`src/rtl/buf_pkg.sv`:
```
// Shared constants and helpers for the buffered FIFO and its RAM.
package buf_pkg;

    // Address width of the default configuration.
    localparam int unsigned BUF_DEF_ADDR_WIDTH = 4;

    // Occupancy type for the default configuration: one bit wider than the
    // address so that a completely full buffer can be represented.
    typedef logic [BUF_DEF_ADDR_WIDTH:0] buf_count_t;

    // Number of entries addressed by a given address width.
    function automatic int unsigned buf_depth(input int unsigned addr_width);
        return 32'd1 << addr_width;
    endfunction

    // An almost-full threshold is meaningful only between one entry and the
    // full depth of the buffer.
    function automatic bit af_thresh_legal(input int unsigned thresh,
                                           input int unsigned addr_width);
        return (thresh >= 32'd1) && (thresh <= buf_depth(addr_width));
    endfunction

endpackage

```
`src/rtl/buf_ram.sv`:
```
// Simple dual-port RAM: one write port, one registered read port.
module buf_ram
    import buf_pkg::*;
#(
    parameter int G_BUF_ADDR_WIDTH = 4,
    parameter int G_BUF_DATA_WIDTH = 8
) (
    input  logic                        clk,
    input  logic                        rst,
    input  logic                        clr,
    input  logic                        wr_en,
    input  logic [G_BUF_ADDR_WIDTH-1:0] wr_addr,
    input  logic [G_BUF_DATA_WIDTH-1:0] wr_data,
    input  logic                        rd_en,
    input  logic [G_BUF_ADDR_WIDTH-1:0] rd_addr,
    output logic [G_BUF_DATA_WIDTH-1:0] rd_data
);

    localparam int unsigned DEPTH = buf_depth(G_BUF_ADDR_WIDTH);

    logic [G_BUF_DATA_WIDTH-1:0] mem [DEPTH];

    // Storage array; deliberately not reset so it maps onto block RAM.
    always_ff @(posedge clk) begin
        if (wr_en) begin
            mem[wr_addr] <= wr_data;
        end
    end

    // Registered read port; cleared by reset or clr, otherwise holds its value between reads.
    always_ff @(posedge clk or posedge rst) begin
        if (rst) begin
            rd_data <= '0;
        end else if (clr) begin
            rd_data <= '0;
        end else if (rd_en) begin
            rd_data <= mem[rd_addr];
        end
    end

endmodule

```
`src/rtl/buf_fifo.sv`:
```
// Synchronous FIFO with valid/ready handshakes on both sides. Words are
// held in buf_ram, and the RAM read register forms a one-word output stage.
module buf_fifo
    import buf_pkg::*;
#(
    parameter int G_BUF_ADDR_WIDTH = 4,
    parameter int G_BUF_DATA_WIDTH = 8,
    parameter int G_AF_THRESH      = 12
) (
    input  logic                        clk_i,
    input  logic                        rst_i,
    input  logic                        flush_i,
    input  logic                        wr_valid_i,
    output logic                        wr_ready_o,
    input  logic [G_BUF_DATA_WIDTH-1:0] wr_data_i,
    output logic                        rd_valid_o,
    input  logic                        rd_ready_i,
    output logic [G_BUF_DATA_WIDTH-1:0] rd_data_o,
    output logic [G_BUF_ADDR_WIDTH:0]   count_o,
    output logic                        almost_full_o,
    output logic                        overflow_o
);

    localparam int unsigned DEPTH = buf_depth(G_BUF_ADDR_WIDTH);

    typedef logic [G_BUF_ADDR_WIDTH:0]   count_t;
    typedef logic [G_BUF_ADDR_WIDTH-1:0] ptr_t;

    localparam count_t DEPTH_C = count_t'(DEPTH);
    localparam count_t AF_C    = count_t'(G_AF_THRESH);
    localparam ptr_t   PTR_ONE = ptr_t'(1);

    if (!af_thresh_legal(G_AF_THRESH, G_BUF_ADDR_WIDTH)) begin : g_bad_thresh
        $error("buf_fifo: G_AF_THRESH must lie between 1 and the buffer depth");
    end

    ptr_t   wr_ptr;
    ptr_t   rd_ptr;
    count_t mem_cnt;
    logic   out_valid;
    logic   almost_full;
    logic   overflow;

    count_t total;
    count_t total_nxt;
    count_t mem_cnt_nxt;
    logic   out_valid_nxt;
    logic   wr_ready;
    logic   wr_fire;
    logic   rd_fire;
    logic   pop;

    // Handshake decisions and next-state occupancy. wr_ready depends only on
    // registered state, so a pop never frees a slot for a write in the same cycle.
    always_comb begin
        total         = mem_cnt + count_t'(out_valid);
        wr_ready      = (total < DEPTH_C);
        wr_fire       = wr_valid_i & wr_ready & ~flush_i;
        pop           = out_valid & rd_ready_i;
        rd_fire       = (mem_cnt != '0) & (~out_valid | rd_ready_i) & ~flush_i;
        mem_cnt_nxt   = mem_cnt + count_t'(wr_fire) - count_t'(rd_fire);
        out_valid_nxt = rd_fire | (out_valid & ~pop);
        total_nxt     = mem_cnt_nxt + count_t'(out_valid_nxt);
    end

    // Pointers, counters, output-stage flag and status flags. Flush returns all of them to the reset state.
    always_ff @(posedge clk_i or posedge rst_i) begin
        if (rst_i) begin
            wr_ptr      <= '0;
            rd_ptr      <= '0;
            mem_cnt     <= '0;
            out_valid   <= 1'b0;
            almost_full <= 1'b0;
            overflow    <= 1'b0;
        end else if (flush_i) begin
            wr_ptr      <= '0;
            rd_ptr      <= '0;
            mem_cnt     <= '0;
            out_valid   <= 1'b0;
            almost_full <= 1'b0;
            overflow    <= 1'b0;
        end else begin
            if (wr_fire) begin
                wr_ptr <= wr_ptr + PTR_ONE;
            end
            if (rd_fire) begin
                rd_ptr <= rd_ptr + PTR_ONE;
            end
            mem_cnt     <= mem_cnt_nxt;
            out_valid   <= out_valid_nxt;
            almost_full <= (total_nxt >= AF_C);
            if (wr_valid_i & ~wr_ready) begin
                overflow <= 1'b1;
            end
        end
    end

    buf_ram #(
        .G_BUF_ADDR_WIDTH(G_BUF_ADDR_WIDTH),
        .G_BUF_DATA_WIDTH(G_BUF_DATA_WIDTH)
    ) u_ram (
        .clk    (clk_i),
        .rst    (rst_i),
        .clr    (flush_i),
        .wr_en  (wr_fire),
        .wr_addr(wr_ptr),
        .wr_data(wr_data_i),
        .rd_en  (rd_fire),
        .rd_addr(rd_ptr),
        .rd_data(rd_data_o)
    );

    assign wr_ready_o    = wr_ready;
    assign rd_valid_o    = out_valid;
    assign count_o       = total;
    assign almost_full_o = almost_full;
    assign overflow_o    = overflow;

endmodule

```
`config.mk`:
```
export PLATFORM = sky130hd
export DESIGN_NAME = buf_fifo
export DESIGN_NICKNAME = d
export VERILOG_FILES = /design/src/rtl/buf_pkg.sv /design/src/rtl/buf_ram.sv /design/src/rtl/buf_fifo.sv
export SDC_FILE = /design/constraint.sdc
export NUM_CORES = 1
export LEC_CHECK = 0
export ABC_CLOCK_PERIOD_IN_PS = 6500
export CORE_MARGIN = 3
export CORE_UTILIZATION = 48
export CTS_CLUSTER_DIAMETER = 120
export DETAILED_ROUTE_END_ITERATION = 10
export HOLD_SLACK_MARGIN = 0.1
export PLACE_DENSITY = 0.65
export SETUP_SLACK_MARGIN = 0.02
export SLEW_MARGIN = 0
export SYNTH_ARGS = -nofsm -noshare
export SYNTH_HDL_FRONTEND = slang
export SYNTH_SLANG_ARGS = --single-unit
export TNS_END_PERCENT = 50
```
`constraint.sdc`:
```
create_clock -name clk_i -period 6.5 [get_ports clk_i]
set_input_delay 0.975 -clock clk_i [delete_from_list [all_inputs] [get_ports clk_i]]
set_output_delay 0.975 -clock clk_i [all_outputs]
set_load 0.03 [all_outputs]
```
# == After elaboration in Yosys (flattened, before gate mapping) ==
# Memory sizes are Yosys's and may differ from the RTL's.
# Cells that the tools add are included.
# totals
reg_bits,24
latch_bits,0
ram_bits,128
mem_bits_ro,0
inputBits,13
memories,1
# mem_list
name,words,width,rd,rd_clocked_by_memory_dff,write_ports,line,source
u_ram.mem,16,8,1,0,1,buf_ram.sv:21,logic [G_BUF_DATA_WIDTH-1:0] mem [DEPTH];
# op_classes
addsub,6
mul,0
div_mod_pow,0
n_lt_le_gt_ge,2
eq_ne,0
shifts,0
n_mux,13
n_bitwise,13
reduce_logical,4
# op_table
op,count
4-bit 2-to-1 mux,4
8-bit 2-to-1 mux,2
5-bit by 1-bit adder with 5-bit output,3
4-bit by 1-bit adder with 4-bit output (second input constant),2
1-bit bitwise AND,7
1-bit 2-to-1 mux,6
2-bit nonzero test,3
5-bit by 4-bit greater-or-equal comparator with 1-bit output (second input constant),1
5-bit < comparator (second input constant),1
5-bit 2-to-1 mux,1
5-bit nonzero test,1
5-bit by 1-bit subtractor with 5-bit output,1
1-bit NOT,4
1-bit bitwise OR,2

# == Depth between registers and ports, before layout ==
# Gate-level depths: netlist of run 1.
# depth
depth_word,9
depth_mapped,17
mapped_depth_nobuf,16

# == By module ==
# A second synthesis of run 1 with hierarchy kept.
# hier_totals
cells_unflattened,435
hier_area_um2,6451.2
# modules_own_cells
module,n_inst,cells_each,area_each_um2,seq_area_each_um2
buf_ram,1,323,5377.7,4043.9
buf_fifo,1,112,1073.5,400.4

# == Least setup slack after synthesis of run 1 ==
# OpenSTA, ideal clock, no wires.
# synth_timing
path_type,register -> register
start,"reg out_valid, in the netlist rd_valid_o"
end,"reg almost_full, in the netlist almost_full_o"
arrival_time_ps,3400
t_required_ps,6380
setup_slack_ps,2979
path_stages_with_launch,17
synth_period_minus_slack_ps,3521
cell_sequence,dfrtp_1 -> ha_1 -> ha_1 -> nand3b_1 -> and3_1 -> clkbuf_1 -> nand2b_1 -> ha_1 -> inv_1 -> ha_1 -> inv_1 -> fa_1 -> nand2b_1 -> a21oi_1 -> xnor2_1 -> or4b_1 -> o211a_1
# synth_between
elab_chain_cells,9
elab_cells_between_ends,17
# synth_rtl
element,line,source
"start, declared",buf_fifo.sv:40,logic out_valid;
"start signal, assigned",buf_fifo.sv:90,out_valid <= out_valid_nxt;
5-bit by 1-bit adder with 5-bit output,buf_fifo.sv:56,total = mem_cnt + count_t'(out_valid);
5-bit < comparator,buf_fifo.sv:57,wr_ready = (total < DEPTH_C);
1-bit bitwise AND (2 in a row),buf_fifo.sv:58,wr_fire = wr_valid_i & wr_ready & ~flush_i;
5-bit by 1-bit adder with 5-bit output,buf_fifo.sv:61,mem_cnt_nxt = mem_cnt + count_t'(wr_fire) - count_t'(rd_fire);
5-bit by 1-bit subtractor with 5-bit output,buf_fifo.sv:61,
5-bit by 1-bit adder with 5-bit output *,buf_fifo.sv:63,total_nxt = mem_cnt_nxt + count_t'(out_valid_nxt);
5-bit by 4-bit greater-or-equal comparator with 1-bit output *,buf_fifo.sv:91,almost_full <= (total_nxt >= AF_C);
1-bit 2-to-1 mux *,buf_fifo.sv:75,end else if (flush_i) begin
"end signal, assigned",buf_fifo.sv:91,
"end, declared",buf_fifo.sv:41,logic almost_full;
# Every way passes the cells marked *; elsewhere a longest branch is shown, timed or not.
# A chain may end at the register's enable or synchronous reset.

# == Worst setup path after layout of run 1 ==
# layout_timing
start,in wr_valid_i
end,"reg almost_full, in the netlist almost_full_o"
# layout_between
elab_chain_cells,7
# layout_rtl
element,line,source
"start, declared",buf_fifo.sv:13,"input logic wr_valid_i,"
1-bit bitwise AND (2 in a row),buf_fifo.sv:58,
5-bit by 1-bit adder with 5-bit output,buf_fifo.sv:61,
5-bit by 1-bit subtractor with 5-bit output,buf_fifo.sv:61,
5-bit by 1-bit adder with 5-bit output,buf_fifo.sv:63,
5-bit by 4-bit greater-or-equal comparator with 1-bit output,buf_fifo.sv:91,
1-bit 2-to-1 mux,buf_fifo.sv:75,
# No other way between the ends.

==> metrics.yaml, run 1 <==
run_status:
  outcome: "finished, final reports clean"
yosys:
  synth_area_leaders: "edfxtp_1 60%, dfrtp_1 9.3%, mux4_2 7.7%"
  synth_nets: 396
  syn_avg_cell_area_um2: 17.7
  ys_async_sr_fraction: 0.158
  yosys_warnings: 0
  ys_ff_latch: 152
  ys.flop_type: "edfxtp_1"
  synth_edf_count: 128
  synth_top_area_share: 0.595
  synth-seq-area-share: 0.688
  syn_inst: 365
  synth_area_um2: 6460
  yosys.cell_types.count: 39
  yosysTopAreaCell: "edfxtp_1"
critical_path:
  end_kind: "flip-flop"
  cp_max_fo: 8
  crit_arrival_ns: 3.97
  crit_path_start_kind: "primary input"
  r2r_slack_ns: 2.93
  crit_type: "in -> reg"
  cp.required_ns: 6.86
sta:
  max-slew-margin-rel: 0.297
  rsz0062_at_grt: "false"
  fin_ws_ns: 2.88
  period_needed_ns: 3.62
  tightest_slew_ns: 1.05
  finalCritPeriodShare: 0.556
  finalHoldViolCount: 0
  final-setup-viol-count: 0
  setup_tns_ns: 0
  slew_viol_final: 0
  clock_skew_ns: 0.00930
  fmax_ghz: 0.277
global_route:
  grt.overflow.total: 0
  grt_pass1_vias: 3426
  grt_use_total: 0.177
  grt_start_max_net_pins: 35
  antenna_found_initial: 0
  grt_pass1_wl_um: 18900
drt:
  vias_per_cell: 5.55
  first_pass_iters: 4
  ant_nets: 0
  detail_route.iter0.violations: 243
  wire_per_inst_um: 20.7
  routed_wl_um: 12000
  drc: 0
  num_vias: 3212
clock_network:
  cts_resized: 0
  cts_setup_buffers: 0
  clockRootBuffer: "clkbuf_16"
  clock-sinks: 152
  clkTransAtPathRegs_ns: 0.06
  clkLatencyLatePin_ns: 0.41
  htree_levels: 4
  ctsHoldBuffers: 0
  cts_buffers: 17
  cts.path.max_buffers: 2
  cts_tree: "yes"
floorplan:
  die_area_um2: 14900
  pin_count: 30
  initial_utilization: 0.502
  core_region_area_um2: 12900
  die_width_um: 122
  fp.dieH_um: 122
  std_cell_rows: 41
flow_run:
  cap_viol_max_count: 0
cells_and_area:
  final_cells: 579
  design.final.nets: 428
  diodes: 0
  drive_above_1_share: 0.147
  area_growth_pct: 14.4
  finish.utilization: 0.574
placed_design:
  gp_congestion: 0.764
  portBuffers: 29
  dp_cells: 550
  post-place-ws_ns: 2.48
  place_hpwl_um: 7430
power_and_ir_drop:
  leakagePower_nw: 2.52
  irDropWorstVdd_uv: 313
  powerDensity_nw_per_um2: 392
min_path:
  hold_class: "reg -> reg"
-- cell families (layout without fill, tap and decap cells) --
kind of cell	count (synthesis)	after routing	synth area share
AOI/OAI and AO/OA	29	29	0.0304
xor gates and xnor gates	13	13	0.0176
adders and majority gates	18	18	0.0360
buffers and inverters	30	72	0.0314
DFF	152	152	0.688
muxes	50	50	0.147
and+or+nand+nor	73	73	0.0498
-- area by class of cell --
class / count / area, um^2
clock inverters: 9 / 129
flip-flops and latches: 152 / 4450
inverters: 12 / 45.0
multi-input cells: 183 / 1810
repair buffers: 31 / 305
well taps: 172 / 215
fillers: 963 / 5490
clock buffers: 20 / 437
-- cell usage in the layout (no fill, tap or decap), drive strengths merged, types with 2 or more instances in the layout --
master,count
mux4,32
xnor2,7
bufinv,3
dfrtp,24
nor2,49
nand2,9
clkbuf,20
nand4,2
buf,2
a211oi,8
ha,17
inv,12
nand3b,2
clkinv,6
nand2b,3
edfxtp,128
xor2,6
nor2b,2
mux2,8
a21oi,12
clkdlybuf4s50,29
mux2i,10
-- worst max-delay path, cell delays in order --
cell,delay [ns]
clkdlybuf4s50_1,0.47
and3_1,0.34
nand2b_1,0.11
ha_1,0.28
inv_1,0.04
ha_1,0.18
inv_1,0.06
fa_1,0.42
inv_1,0.11
ha_1,0.21
nand4b_1,0.13
nor2_1,0.05
a2111oi_0,0.42
o211a_1,0.19
-- synth_stat cells (2+ instances only) --
| cell type | n |
|---|---|
| edfxtp_1 | 128 |
| mux2i_1 | 10 |
| nand2b_1 | 3 |
| buf_4 | 2 |
| buf_6 | 9 |
| mux2_2 | 8 |
| nand4_1 | 2 |
| a211oi_1 | 8 |
| ha_1 | 17 |
| inv_1 | 12 |
| dfrtp_1 | 24 |
| nor2b_1 | 2 |
| buf_2 | 4 |
| xnor2_1 | 7 |
| clkbuf_1 | 2 |
| nand2_1 | 9 |
| a21oi_1 | 12 |
| nor2_1 | 49 |
| mux4_2 | 22 |
| nand3b_1 | 2 |
| xor2_1 | 6 |
| mux4_1 | 10 |
-- worst paths after layout --
kind,from,cells after the start,end
worst max-delay path,wr_valid_i,14,almost_full_o$_DFF_PP0_
worst min register to register,overflow_o$_DFFE_PP0P_,2,overflow_o$_DFFE_PP0P_
worst max register to register,mem_cnt[0]$_DFF_PP0_,16,almost_full_o$_DFF_PP0_
min in group asynchronous,rst_i,2,rd_ptr[2]$_DFFE_PP0P_
max in group asynchronous,rst_i,2,rd_ptr[3]$_DFFE_PP0P_
worst min-delay path,overflow_o$_DFFE_PP0P_,2,overflow_o$_DFFE_PP0P_
-- power breakdown --
group / total [mW] / switching (mW) / internal (mW)
Combinational: 0.745 / 0.423 / 0.322
Sequential: 1.21 / 0.0834 / 1.12
Clock: 0.947 / 0.352 / 0.595
-- flip-flops by register name, summed over array words and instances (netlist names) --
name,flops
almost_full_o,1
rd_valid_o,1
rd_ptr,4
overflow_o,1
mem_cnt,5
wr_ptr,4
u_ram.rd_data,8
u_ram.mem,128
-- through the flow --
step / hold WS (ns) / total power [mW] / area, um^2
global route: 0.512 / 3.05 / 7390
detailed placement: 0.490 / 1.97 / 6830
floorplan: 0.552 / 1.77 / 6460
finish: 0.495 / 2.90 / 7390
global placement: 0.482 / 1.94 / 6830
CTS: 0.505 / 2.93 / 7390
-- routing by layer --
layer | part of all wire | global-route usage
met4 | 0.012 | 0.0623
met2 | 0.50 | 0.282
met3 | 0.061 | 0.0511
met1 | 0.43 | 0.236
met5 | 0 | 0
(Power assumes the default switching activity.)
==> run 2, diff against run 1 <==
- ABC_CLOCK_PERIOD_IN_PS: 6500 -> 3700
- clock period: 6.5 -> 3.7 ns (I/O delays scaled with it)
==> run 2 against run 1 <==
Sequential cell count unchanged. Count of clock-buffer cells in the layout is 2 higher. Worst hold slack better by 0.0070 ns. Wire length is 1.7% higher. First-iteration DRC count down 16%. Final area grew 3.3%. Critical endpoint unchanged. Largest power group unchanged.
==> metrics.yaml, run 2 (synthesis results as in run 1) <==
power_and_ir_drop:
  powerDensity_nw_per_um2: 695
  switching_share: 0.292
  seq_power_share: 0.402
  p_int_mw: 3.76
  pwr-share-comb: 0.251
  power.total_mw: 5.30
  p_clk_frac: 0.348
  irDropWorstVdd_uv: 429
  p_switching_mw: 1.55
  leakagePower_nw: 2.66
drt:
  num_vias: 3289
  first_pass_iters: 4
  drc: 0
  detail_route.iter0.violations: 204
  wire_per_inst_um: 20.2
  ant_nets: 0
  routed_wl_um: 12200
  vias_per_cell: 5.46
global_route:
  antenna_found_initial: 0
  grt_pass1_vias: 3412
  grt_util_met1: 0.233
  gr-usage-met2: 0.302
  grt_use_total: 0.183
  grt.overflow.total: 0
  grt_start_max_net_pins: 34
  grt_pass1_wl_um: 19300
  top_usage_layer: "met2"
  grt_use_met3: 0.0529
sta:
  final-setup-viol-count: 0
  rsz0062_at_grt: "false"
  finalHoldViolCount: 0
  tightest_slew_ns: 1.03
  max-slew-margin-rel: 0.313
  finalCritPeriodShare: 0.958
  period_needed_ns: 3.54
  setup_tns_ns: 0
  fmax_ghz: 0.282
  slew_viol_final: 0
  clock_skew_ns: 0.00970
cells_and_area:
  regArea_um2: 4450
  layout_common_cells: "128 x edfxtp_1, 49 x nor2_1, 29 x clkdlybuf4s50_1, 23 x dfrtp_1, 22 x mux4_2"
  multi_input_area_um2: 1820
  design.final.nets: 448
  area_growth_pct: 18.2
  diodes: 0
  drive_above_1_share: 0.200
  n_fill_cell: 965
  largest-register: "u_ram.mem"
  reg_top3: "u_ram.mem x128, u_ram.rd_data x8, mem_cnt x5"
  layout_commonest_cell: "edfxtp_1"
  largest_reg_flops: 128
placed_design:
  gp_congestion: 0.763
  place_hpwl_um: 7840
  portBuffers: 29
clock_network:
  clkTransAtPathRegs_ns: 0.06
  clkLatencyLatePin_ns: 0.43
  clock-sinks: 152
  cts_buffers: 17
  clockRootBuffer: "clkbuf_16"
  cts.path.max_buffers: 2
  htree_levels: 4
  cts_tree: "yes"
  cts_setup_buffers: 0
run_status:
  outcome: "finished, final reports clean"
critical_path:
  end_kind: "flip-flop"
  crit_path_start_kind: "flip-flop"
  r2r_slack_ns: 0.16
  cp_max_fo: 4
  crit_arrival_ns: 3.91
  crit_type: "reg -> reg"
  cp.required_ns: 4.06
floorplan:
  die_area_um2: 14900
  die_width_um: 122
  core_region_area_um2: 12900
  std_cell_rows: 41
  fp.dieH_um: 122
  pin_count: 30
  initial_utilization: 0.502
flow_run:
  cap_viol_max_count: 0
min_path:
  hold_class: "reg -> reg"
run 2: cell count changes in the layout (fill, tap and decap cells not counted), moves of 2 or more:
cell,change
buf_4,+19
clkbuf_8,+3
clkinv_4,-3
clkinvlp_4,+3
clkinv_1,-2
inv_6,+2
run 2: power groups by stage:
stage,sequential [mW],clock [mW],combinational [mW]
2_1_floorplan,2.19,0,0.914
3_3_place_gp,2.16,0,1.30
3_5_place_dp,2.17,0,1.33
4_1_cts,2.13,1.88,1.34
5_1_grt,2.15,1.97,1.45
6_report,2.13,1.84,1.33
run 2: area by class of cell:
class,instances,share of cell area
clock buffer,22,0.0621
clock inverter,10,0.0216
inverter,12,0.00590
multi-input combinational,183,0.238
sequential,152,0.582
tap,172,0.0282
timing repair buffer,51,0.0613
run 2: critical path: stages, from the launching register on:
cell	delay (ns)
dfrtp_1	0.42
ha_1	0.22
ha_1	0.24
a21bo_2	0.22
and3_1	0.18
nand2b_1	0.07
ha_1	0.22
inv_1	0.05
ha_1	0.16
inv_1	0.06
fa_1	0.45
inv_1	0.12
ha_1	0.22
nand4b_1	0.14
nor2_1	0.05
a2111oi_0	0.47
o211a_1	0.20
run 2: timing repair:
| item | 4_1_cts | 5_1_grt |
|---|---|---|
| hold buffers | 0 | 0 |
| setup endpoints to repair | 0 | 1 |
| resized for setup | 0 | 1 |
run 2: through the flow:
step	instances	cell area [um^2]	util	setup slack, ns	hold WS (ns)
after floorplan	365	6460	-	0.179	0.552
after global placement	570	6990	0.543	0.274	0.485
after detailed placement	570	6990	0.543	0.112	0.499
after CTS	602	7630	0.592	0.137	0.511
after global routing	602	7630	0.593	0.0281	0.548
final	602	7630	0.593	0.156	0.502
run 2: per-layer routing:
layer  share of wire  vias to the layer above
met4           0.013                        0
met3           0.032                       13
met2            0.51                       64
li1                -                     1515
met1            0.45                     1697
met5               0                        -
run 2: final timing paths:
kind | start | end | depth (start not counted)
worst max-delay path | mem_cnt[0]$_DFF_PP0_ | almost_full_o$_DFF_PP0_ | 16
worst min-delay path | overflow_o$_DFFE_PP0P_ | overflow_o$_DFFE_PP0P_ | 2
worst max register to register | mem_cnt[0]$_DFF_PP0_ | almost_full_o$_DFF_PP0_ | 16
worst min register to register | overflow_o$_DFFE_PP0P_ | overflow_o$_DFFE_PP0P_ | 2
max in group asynchronous | rst_i | rd_ptr[2]$_DFFE_PP0P_ | 2
min in group asynchronous | rst_i | rd_ptr[3]$_DFFE_PP0P_ | 2
